### src/rtl/arb_weight_tracker.sv
// -----------------------------------------------------------------------------
// arb_weight_tracker
//
// Weighted round-robin bookkeeping that sits beside an arbiter. It counts the
// completed handshakes of each requester and raises a per-requester
// "quota exhausted" flag. The granter uses these flags to mask requesters until
// the round restarts.
//
// Ports:
//   ACLK                     clock
//   ARESETn                  asynchronous active-low reset
//   request                  raw request vector (the same one the granter sees)
//   request_weight           packed weights; requester i at [i*P_WEIGHT_W +: P_WEIGHT_W]
//   grant                    grant vector from the granter (one-hot or zero)
//   grant_hsk                the granted transfer completes this cycle
//   request_weight_completed registered quota-exhausted flags
//   round_done               registered single-cycle pulse when a round restarts
//
// Build option:
//   ARB_WEIGHT_TRACKER_IDLE_CLR_EN  when defined, one idle cycle (request == 0)
//                                   clears any partial-round state and pulses
//                                   round_done.
// -----------------------------------------------------------------------------
module arb_weight_tracker #(
   parameter int P_REQUESTER_NUM = 3,
   parameter int P_WEIGHT_W      = 4
) (
   input  logic                                  ACLK,
   input  logic                                  ARESETn,
   input  logic [P_REQUESTER_NUM-1:0]            request,
   input  logic [P_REQUESTER_NUM*P_WEIGHT_W-1:0] request_weight,
   input  logic [P_REQUESTER_NUM-1:0]            grant,
   input  logic                                  grant_hsk,
   output logic [P_REQUESTER_NUM-1:0]            request_weight_completed,
   output logic                                  round_done
);

   logic [P_WEIGHT_W-1:0]      cnt_q [P_REQUESTER_NUM];
   logic [P_WEIGHT_W-1:0]      cnt_d [P_REQUESTER_NUM];
   logic [P_REQUESTER_NUM-1:0] cmp_q;
   logic [P_REQUESTER_NUM-1:0] cmp_d;
   logic                       round_done_q;
   logic                       round_done_d;
   logic                       clr;
   logic                       idle_clr;

   always_comb begin
      logic [P_WEIGHT_W-1:0] w;
      logic                  ev;
      logic [P_WEIGHT_W:0]   cnt_inc;

      // Round restarts once something is exhausted and nobody is still
      // requesting with quota left.
      clr = (~|(request & ~cmp_q)) & (|cmp_q);

`ifdef ARB_WEIGHT_TRACKER_IDLE_CLR_EN
      begin
         logic any_cnt;
         any_cnt = 1'b0;
         for (int unsigned i = 0; i < P_REQUESTER_NUM; i++) begin
            any_cnt = any_cnt | (cnt_q[i] != '0);
         end
         idle_clr = (request == '0) & (any_cnt | (|cmp_q));
      end
`else
      idle_clr = 1'b0;
`endif

      round_done_d = clr | idle_clr;

      for (int unsigned i = 0; i < P_REQUESTER_NUM; i++) begin
         w       = request_weight[i*P_WEIGHT_W +: P_WEIGHT_W];
         if (w == '0) begin
            w = P_WEIGHT_W'(1);           // zero weight behaves as weight 1
         end
         ev      = grant[i] & grant_hsk;
         cnt_inc = {1'b0, cnt_q[i]} + (P_WEIGHT_W + 1)'(1);
         cnt_d[i] = cnt_q[i];
         cmp_d[i] = cmp_q[i];

         if (idle_clr) begin
            cnt_d[i] = '0;
            cmp_d[i] = 1'b0;
         end else if (clr) begin
            // A handshake coinciding with the clear is the first of the new round.
            cnt_d[i] = ev ? P_WEIGHT_W'(1) : '0;
            cmp_d[i] = ev & (w == P_WEIGHT_W'(1));
         end else if (ev & ~cmp_q[i]) begin
            // >= so a weight lowered below the running count completes on the next handshake.
            if (cnt_inc >= {1'b0, w}) begin
               cnt_d[i] = w;
               cmp_d[i] = 1'b1;
            end else begin
               cnt_d[i] = cnt_inc[P_WEIGHT_W-1:0];
            end
         end
      end
   end

   always_ff @(posedge ACLK or negedge ARESETn) begin
      if (!ARESETn) begin
         for (int unsigned i = 0; i < P_REQUESTER_NUM; i++) begin
            cnt_q[i] <= '0;
         end
         cmp_q        <= '0;
         round_done_q <= 1'b0;
      end else begin
         for (int unsigned i = 0; i < P_REQUESTER_NUM; i++) begin
            cnt_q[i] <= cnt_d[i];
         end
         cmp_q        <= cmp_d;
         round_done_q <= round_done_d;
      end
   end

   assign request_weight_completed = cmp_q;
   assign round_done               = round_done_q;

endmodule

### config.mk
export PLATFORM = sky130hd
export DESIGN_NAME = arb_weight_tracker
export DESIGN_NICKNAME = d
export VERILOG_FILES = /design/src/rtl/arb_weight_tracker.sv
export SDC_FILE = /design/constraint.sdc
export NUM_CORES = 1
export LEC_CHECK = 0
export BUFFER_PORTS_ARGS = -buffer_cell sky130_fd_sc_hd__buf_4
export CORE_MARGIN = 3
export CORE_UTILIZATION = 30
export CTS_BUF_LIST = sky130_fd_sc_hd__clkbuf_8
export DETAILED_ROUTE_END_ITERATION = 8
export MAX_ROUTING_LAYER = met4
export PLACE_DENSITY = 0.48
export SYNTH_ARGS = -nofsm -noshare
export SYNTH_HDL_FRONTEND = slang
export SYNTH_SLANG_ARGS = --single-unit
### constraint.sdc
create_clock -name ACLK -period 3.5 [get_ports ACLK]
set_input_delay 0.7 -clock ACLK [delete_from_list [all_inputs] [get_ports ACLK]]
set_output_delay 0.7 -clock ACLK [all_outputs]
set_load 0.005 [all_outputs]
### After elaboration in Yosys (flattened, before gate mapping)

Index checks and enable logic that the tools add are counted.

| storage, ports and cells | value |
|---|---|
| flip-flop bits (word level) | 16 |
| input bits | 21 |
| output and inout bits | 4 |
| logic and storage cells | 70 |

| cells by class | value |
|---|---|
| add/sub/neg operators | 3 |
| magnitude comparators | 3 |
| equal/unequal tests | 3 |
| mux-type cells | 24 |
| bitwise gates (word level) | 15 |
| reduce and logical (&&, ||, !) cells | 15 |

Operator list:

| operator | number |
|---|---|
| $mux W4 | 12 |
| $add A4 B1 Y5 const B | 3 |
| $ge A5 B4 Y1 | 3 |
| $eq A4 B1 Y1 const B | 3 |
| $logic_not A4 Y1 | 3 |
| $mux W1 | 12 |
| $reduce_bool A2 Y1 | 6 |
| $and A1 B1 Y1 | 10 |
| $reduce_and A2 Y1 | 3 |
| $reduce_or A3 Y1 | 2 |
| $and A3 B3 Y3 | 1 |
| $not A1 Y1 | 3 |
| $not A3 Y3 | 1 |
| $logic_not A1 Y1 | 1 |

### Longest topological paths before layout

Gate-level depths: netlist of the first run.

| logic depth | value |
|---|---|
| word-level depth | 7 |
| mapped depth | 9 |
| mapped depth without buffers | 8 |

### Least setup slack after synthesis of the first run

OpenSTA, ideal clock, no wires.

| timing path | value |
|---|---|
| path type | in2reg |
| start | in request_weight[5] |
| end | reg cnt_q[7] in the netlist's numbering |
| data arrival time | 2.336 ns |
| data required time | 3.364 ns |
| setup slack | 1.028 ns |
| stages on the path | 8 |
| buffers on the path | 0 |
| cell sequence | nor3_1 or2_2 ha_1 nand2b_1 a2111oi_2 o21ai_1 a41oi_1 o31ai_1 |

| on the way | value |
|---|---|
| cells in the longest elaborated chain, start to end | 6 |

RTL lines:

| what | line | RTL |
|---|---|---|
| from (decl) | 31 | `input logic [P_REQUESTER_NUM*P_WEIGHT_W-1:0] request_weight,` |
| $logic_not A4 Y1 | 73 | `if (w == '0) begin` |
| $mux W4 * | 73 |  |
| $ge A5 B4 Y1 | 90 | `if (cnt_inc >= {1'b0, w}) begin` |
| $mux W4 * | 90 |  |
| $mux W4 * | 88 | `end else if (ev & ~cmp_q[i]) begin` |
| $mux W4 * | 84 | `end else if (clr) begin` |
| to (signal, indexed assignment) | 109 | `cnt_q[i] <= cnt_d[i];` |
| to (decl) | 38 | `logic [P_WEIGHT_W-1:0] cnt_q [P_REQUESTER_NUM];` |

Every way passes the cells marked *; elsewhere a longest branch is shown, timed or not. The select of a mux whose other input is x is not followed.
A chain may end at the register's enable or synchronous reset.

### Final worst setup path of the first run

Same ends and word-level chain as after synthesis.

==> out/qor.txt, run 1 <==
Slew headroom: 53.11%
Register area share after synthesis: 27.63%
Crit path arrival time: 2.70 ns
WP data required: 3.62 ns
Multi-input logic area: 944.7 um2
CTS tree: done
Most frequent cells in the layout: buf_4, nor2_1, dfrtp_1
Die W: 75.50 um
DR WL/cell: 14.20 um
Post-Syn Nets: 209
Core area: 4504 um2
Root buffer cell: clkbuf_8
Status: completed
EDFF count, synth: 0
Post-synthesis async set-or-reset flop share: 100.0%
Die Y: 75.50 um
Initial antenna violation count: 0
Die footprint: 5700 um2
Initial Util: 32.17%
Unrepaired setup endpoints after global routing: false
Mapped cell area: 1449 um2
FF-to-FF Start: cnt_q[4]
Largest net degree at the start of global routing: 20
Port Buf Inserts: 24
R2R Path End: cnt_q[7]
Crit path time final: 2.576 ns
Power Dens Cells: 779.1 nW/um2
First-pass GRT wire length: 6058 um
Worst setup SP type: input pin
Final period utilization: 73.60%
H-tree depth: 1
Hold_buf cts: 0
Antenna-violating nets left: 0
Crit Path Class: in -> reg
Final slew viol count: 0
Most common cell after layout, fill and taps aside: buf_4
Rows: 24
Initial DRC Count: 60
Worst-path fanout max: 6
Post-DP HPWL: 2786 um
VDD IR max: 0.2884 mV
Worst setup EP type: register
Clock transition at path regs: 0.07 ns
Fin. Hold Viols: 0
Ports: 25
Setup TNS: 0 ns
Clk_skew: 0.001851 ns
Synth Warn #: 0
Post_cts resized: 0
Worst Max-Slew Pin Slew: 0.7031 ns
Register Area: 400.4 um2
Max Cap Viol: 0
GPL Wtd Cong: 0.8384
Post-synth cell types: 40
WL final: 3521 um
CTS Sinks: 16
Setup crit start: request_weight[5]
#FFs+latches synth: 16
Clk buf depth: 2
Number of global-route vias before repair: 1,330
Ys flop type: dfrtp_1
R2R depth: 7
Fill count: 468
Pwr Total: 0.001330 W
FF-to-FF setup slack: 1.21 ns
Setup violations, final: 0
Mean Syn Cell Area: 8.375 um2
Total GRT Usage: 13.94%
TritonRoute pass-1 iters: 4
Cts bufs inserted: 3
Fraction of layout cells with a size suffix above 1: 20.41%
Fmax: 0.3882 GHz
Hold Crit Class: in -> async
Number of diodes: 0
# DRC: 0
P_leak: 0.7959 nW
Critical Path End: cnt_q[7]
Vias: 1,352
Vias per inst: 5.452
Total setup buffers inserted after CTS: 0
Area grow syn2layout: 17.79%
Total gr overflow: 0
Syn Inst Count: 173
Final nets: 233
Skew-Pair Late Insertion Delay: 0.25 ns
Yosys cell counts (2+ instances only):
library cell | n | area (um2)
a41oi_1 | 2 | 17.52
clkbuf_1 | 3 | 11.26
nand2b_1 | 3 | 18.77
ha_1 | 15 | 187.7
a211oi_1 | 2 | 15.01
a2111oi_2 | 2 | 30.03
and3_1 | 3 | 18.77
nor3_1 | 5 | 25.02
mux2i_1 | 4 | 40.04
o2111ai_1 | 2 | 17.52
nor2_1 | 18 | 67.56
a21oi_1 | 11 | 55.05
a31oi_1 | 5 | 31.28
o21ai_0 | 8 | 40.04
o21a_1 | 2 | 15.01
a211o_1 | 3 | 26.28
o31ai_1 | 2 | 15.01
mux2_2 | 2 | 22.52
nor2b_1 | 3 | 18.77
o21ai_2 | 3 | 26.28
or2_2 | 3 | 18.77
o32ai_1 | 2 | 17.52
dfrtp_1 | 16 | 400.4
nand2_1 | 10 | 37.54
inv_1 | 14 | 52.55
xnor2_1 | 3 | 26.28
o21ai_1 | 2 | 10.01
xor2_1 | 3 | 26.28
o211ai_1 | 2 | 15.01
nand3_1 | 10 | 50.05
how the worst min path moves through the flow:
stage / endpoint / cells past startpoint
floorplan: cnt_q[0] / 0
global placement: cnt_q[7] / 1
detailed placement: cnt_q[7] / 1
CTS: cnt_q[7] / 1
global route: cnt_q[7] / 1
finish: cnt_q[7] / 1
sequential cells by signal, summed over array words and instances (netlist names):
name,flops
cnt_q,12
request_weight_completed,3
round_done,1
worst max-delay path: stages:
cell and delay [ns]:
buf_4 0.12, nor3_1 0.27, or2_2 0.19, ha_1 0.22, nand2b_1 0.17, a2111oi_2 0.43
o21ai_1 0.24, a41oi_1 0.26, o31ai_1 0.09
layout make-up:
type | instances | area share (%)
clock buffers | 4 | 3.226
inverters | 15 | 3.592
multi-input cells | 137 | 55.35
flip-flops and latches | 16 | 23.46
well taps | 52 | 3.812
repair buffers | 24 | 10.56
routing by layer:
layer / track usage (%) / routed length, um / share of wire (%) / vias to the layer above
met5: - / 0 / 0 / -
met4: 3.301 / 33 / 0.94 / 0
met3: 2.111 / 131 / 3.7 / 2
met2: 21.96 / 1574 / 45 / 30
met1: 18.83 / 1782 / 51 / 643
li1: - / - / - / 677
through the flow:
stage          setup slack (ns)  hold slack [ns]  area (um2)  util (%)  cells
3_3_place_gp             0.6641           0.5755        1652     36.67    244
5_1_grt                  0.7334           0.3053        1707     37.89    248
3_5_place_dp             0.6460           0.5794        1652     36.67    244
2_1_floorplan             1.028           0.4044        1449         -    173
4_1_cts                  0.9093           0.3042        1707     37.89    248
6_report                 0.9241           0.2992        1707     37.89    248
where the power goes:
part           leakage, nW  switching [W]  internal [W]
clock               0.0288      0.0000674     0.0000998
sequential           0.205      0.0000991      0.000263
combinational        0.562       0.000428      0.000373
logic make-up after synthesis:
family          synth area share (%)
simple gates                   18.65
compound gates                 25.65
buf+inv                        7.168
flops                          27.63
fa+ha+maj                      12.95
xor+xnor                       3.628
mux                            4.318
Note: power is estimated with default switching activity, not from simulation.
==> run 2: changes to the inputs <==
Settings changed: ABC_AREA set to 1.
Clock period 3.5 ns to 2.7 ns, I/O delays scaled along.
==> run 2 against run 1 <==
Sequential power rose by 27%. Routed wire length fell by 9.1%. Largest cell class unchanged. Highest routed layer unchanged. Die area rose by 1.3%. First-iteration DRC count fell by 48%. Setup slack lost 0.34 ns. Flip-flop and latch count did not move.
==> out/qor.txt, run 2 <==
Power Dens Cells: 941.3 nW/um2
Fin. Hold Viols: 0
Largest register FFs: 12
Mapped cell area: 1469 um2
Worst setup SP type: register
Hold_buf cts: 0
FF-to-FF setup slack: 0.59 ns
Clock transition at path regs: 0.07 ns
Commonest cells in the netlist: nand2_1, inv_1, nand3_1
CTS Sinks: 16
Finished Layout Cells: 325
Fmax: 0.4728 GHz
Sw power: 0.0007996 W
WP data required: 2.84 ns
# DRC: 0
Rows: 24
Total GRT Usage: 11.76%
Top-area cell type share of the netlist area: 27.26%
Die footprint: 5772 um2
Switching power share of the total: 47.68%
Most common cell after layout, fill and taps aside: nand2_1
Register with the most flip-flops: cnt_q
Total gr overflow: 0
Syn Inst Count: 232
Largest area contributor in the netlist: dfrtp_1
Port Buf Inserts: 24
H-tree depth: 1
Vias per inst: 4.406
Final slew viol count: 0
Flop pwr share: 27.5%
Fraction of layout cells with a size suffix above 1: 13.85%
Top post-synthesis cells by area: dfrtp_1, nand2_1, ha_1, nand3_1, inv_1
Root buffer cell: clkbuf_8
Int Pwr: 0.0008775 W
Crit path buf inv count: 2
Initial DRC Count: 31
Register area share after synthesis: 27.26%
Hold Crit Class: in -> async
CTS tree: done
Combinational fraction of design power: 59.3%
CP max stage delay: 0.45 ns
EDFF count, synth: 0
R2R depth: 11
Post-DP HPWL: 2670 um
#FFs+latches synth: 16
Slew headroom: 77.70%
Critical path depth: 11
Setup violations, final: 0
Clk_skew: 0.004415 ns
Worst Max-Slew Pin Slew: 0.3319 ns
Slowest CP cell: dfrtp_1
Status: completed
VDD IR max: 0.3530 mV
Synth Warn #: 0
WL final: 3200 um
Ys flop type: dfrtp_1
Cts bufs inserted: 3
Critical path cell sequence: ha_1, xnor2_1, inv_1, ha_1, nand2_1, inv_1, nand3_1, nand3_1, nand2_1, nand3_1, nand2_1
Post-synth cell types: 18
Worst setup EP type: register
Antenna-violating nets left: 0
Final period utilization: 78.33%
Die W: 75.98 um
Largest net degree at the start of global routing: 17
Final nets: 297
Initial antenna violation count: 0
Initial Util: 32.40%
Area grow syn2layout: 21.29%
Number of diodes: 0
DR WL/cell: 9.846 um
Most frequent cells in the layout: nand2_1, inv_1, nand3_1
Clock share of power: 13.2%
Unrepaired setup endpoints after global routing: false
Fill count: 486
Vias: 1,432
Die Y: 75.98 um
GPL Wtd Cong: 0.8715
Max Cap Viol: 0
Post-synthesis async set-or-reset flop share: 100.0%
Ports: 25
Clk buf depth: 2
CP top delay family: simple AND/OR/NAND/NOR gates
Core area: 4534 um2
Crit path time final: 2.115 ns
Skew-Pair Late Insertion Delay: 0.25 ns
Post-Syn Nets: 268
Most frequent cell after synthesis: nand2_1
Mean Syn Cell Area: 6.332 um2
TritonRoute pass-1 iters: 4
Post_cts resized: 0
Number of global-route vias before repair: 1,288
Setup TNS: 0 ns
Worst-path fanout max: 6
Total setup buffers inserted after CTS: 0
Placed insts: 321
Crit path arrival time: 2.25 ns
First-pass GRT wire length: 5582 um
P_leak: 1.115 nW
Crit Path Class: reg -> reg
-- run 2: changes by cell type after synthesis, moves of 4 or more --
cell | previous run | this run
a21oi_1 | 11 | 3
nor2_1 | 18 | 4
nand2_1 | 10 | 86
mux2i_1 | 4 | 0
inv_1 | 14 | 47
a31oi_1 | 5 | 0
o21ai_0 | 8 | 0
nand3_1 | 10 | 37
nand4_1 | 0 | 4
-- run 2: logic make-up after synthesis --
family	after synthesis	synth area share, %
fa+ha+maj	15	12.78
xor+xnor	3	1.789
flops	16	27.26
simple gates	140	41.23
compound gates	8	3.663
buf+inv	50	13.29
-- run 2: path summary, 6_finish.rpt --
| kind | start | end |
|---|---|---|
| max | cnt_q[4] | cnt_q[6] |
| min | ARESETn | request_weight_completed[2] |
| max reg2reg | cnt_q[4] | cnt_q[6] |
| min reg2reg | request_weight_completed[2] | request_weight_completed[2] |
| max in group asynchronous | ARESETn | cnt_q[2] |
| min in group ACLK | request_weight_completed[2] | request_weight_completed[2] |
-- run 2: final cells by class --
type | instances | area [um2] | area share, %
well taps | 65 | 81.33 | 4.565
repair buffers | 25 | 187.7 | 10.53
flip-flops and latches | 16 | 400.4 | 22.47
multi-input cells | 166 | 873.3 | 49.02
clock buffers | 4 | 55.05 | 3.090
inverters | 49 | 183.9 | 10.32
-- run 2: per-stage QoR --
stage / setup WS, ns / util, % / power [W] / cell area, um2 / hold slack (ns)
final: 0.5851 / 39.29 / 0.001677 / 1782 / 0.1314
after detailed placement: 0.5172 / 38.08 / 0.001465 / 1727 / 0.4172
after global routing: 0.3428 / 39.29 / 0.001879 / 1782 / 0.1486
after CTS: 0.5501 / 39.29 / 0.001695 / 1782 / 0.1373
after global placement: 0.4885 / 38.08 / 0.001480 / 1727 / 0.4159
after floorplan: 0.8392 / - / 0.001209 / 1469 / 0.2444
-- run 2: power by group through the flow --
| stage | logic (W) | clock network [W] | registers (W) |
|---|---|---|---|
| 2_1_floorplan | 0.000777 | 0 | 0.000432 |
| 3_3_place_gp | 0.00101 | 0 | 0.000469 |
| 3_5_place_dp | 0.00100 | 0 | 0.000465 |
| 4_1_cts | 0.00100 | 0.000230 | 0.000462 |
| 5_1_grt | 0.00116 | 0.000236 | 0.000482 |
| 6_report | 0.000995 | 0.000221 | 0.000461 |
-- run 2: per-layer routing --
layer | global-route usage (%) | up-vias | wire (um)
met3 | 2.364 | 4 | 121
met2 | 17.29 | 35 | 1291
met5 | - | - | 0
li1 | - | 781 | -
met1 | 16.86 | 612 | 1769
met4 | 2.174 | 0 | 18
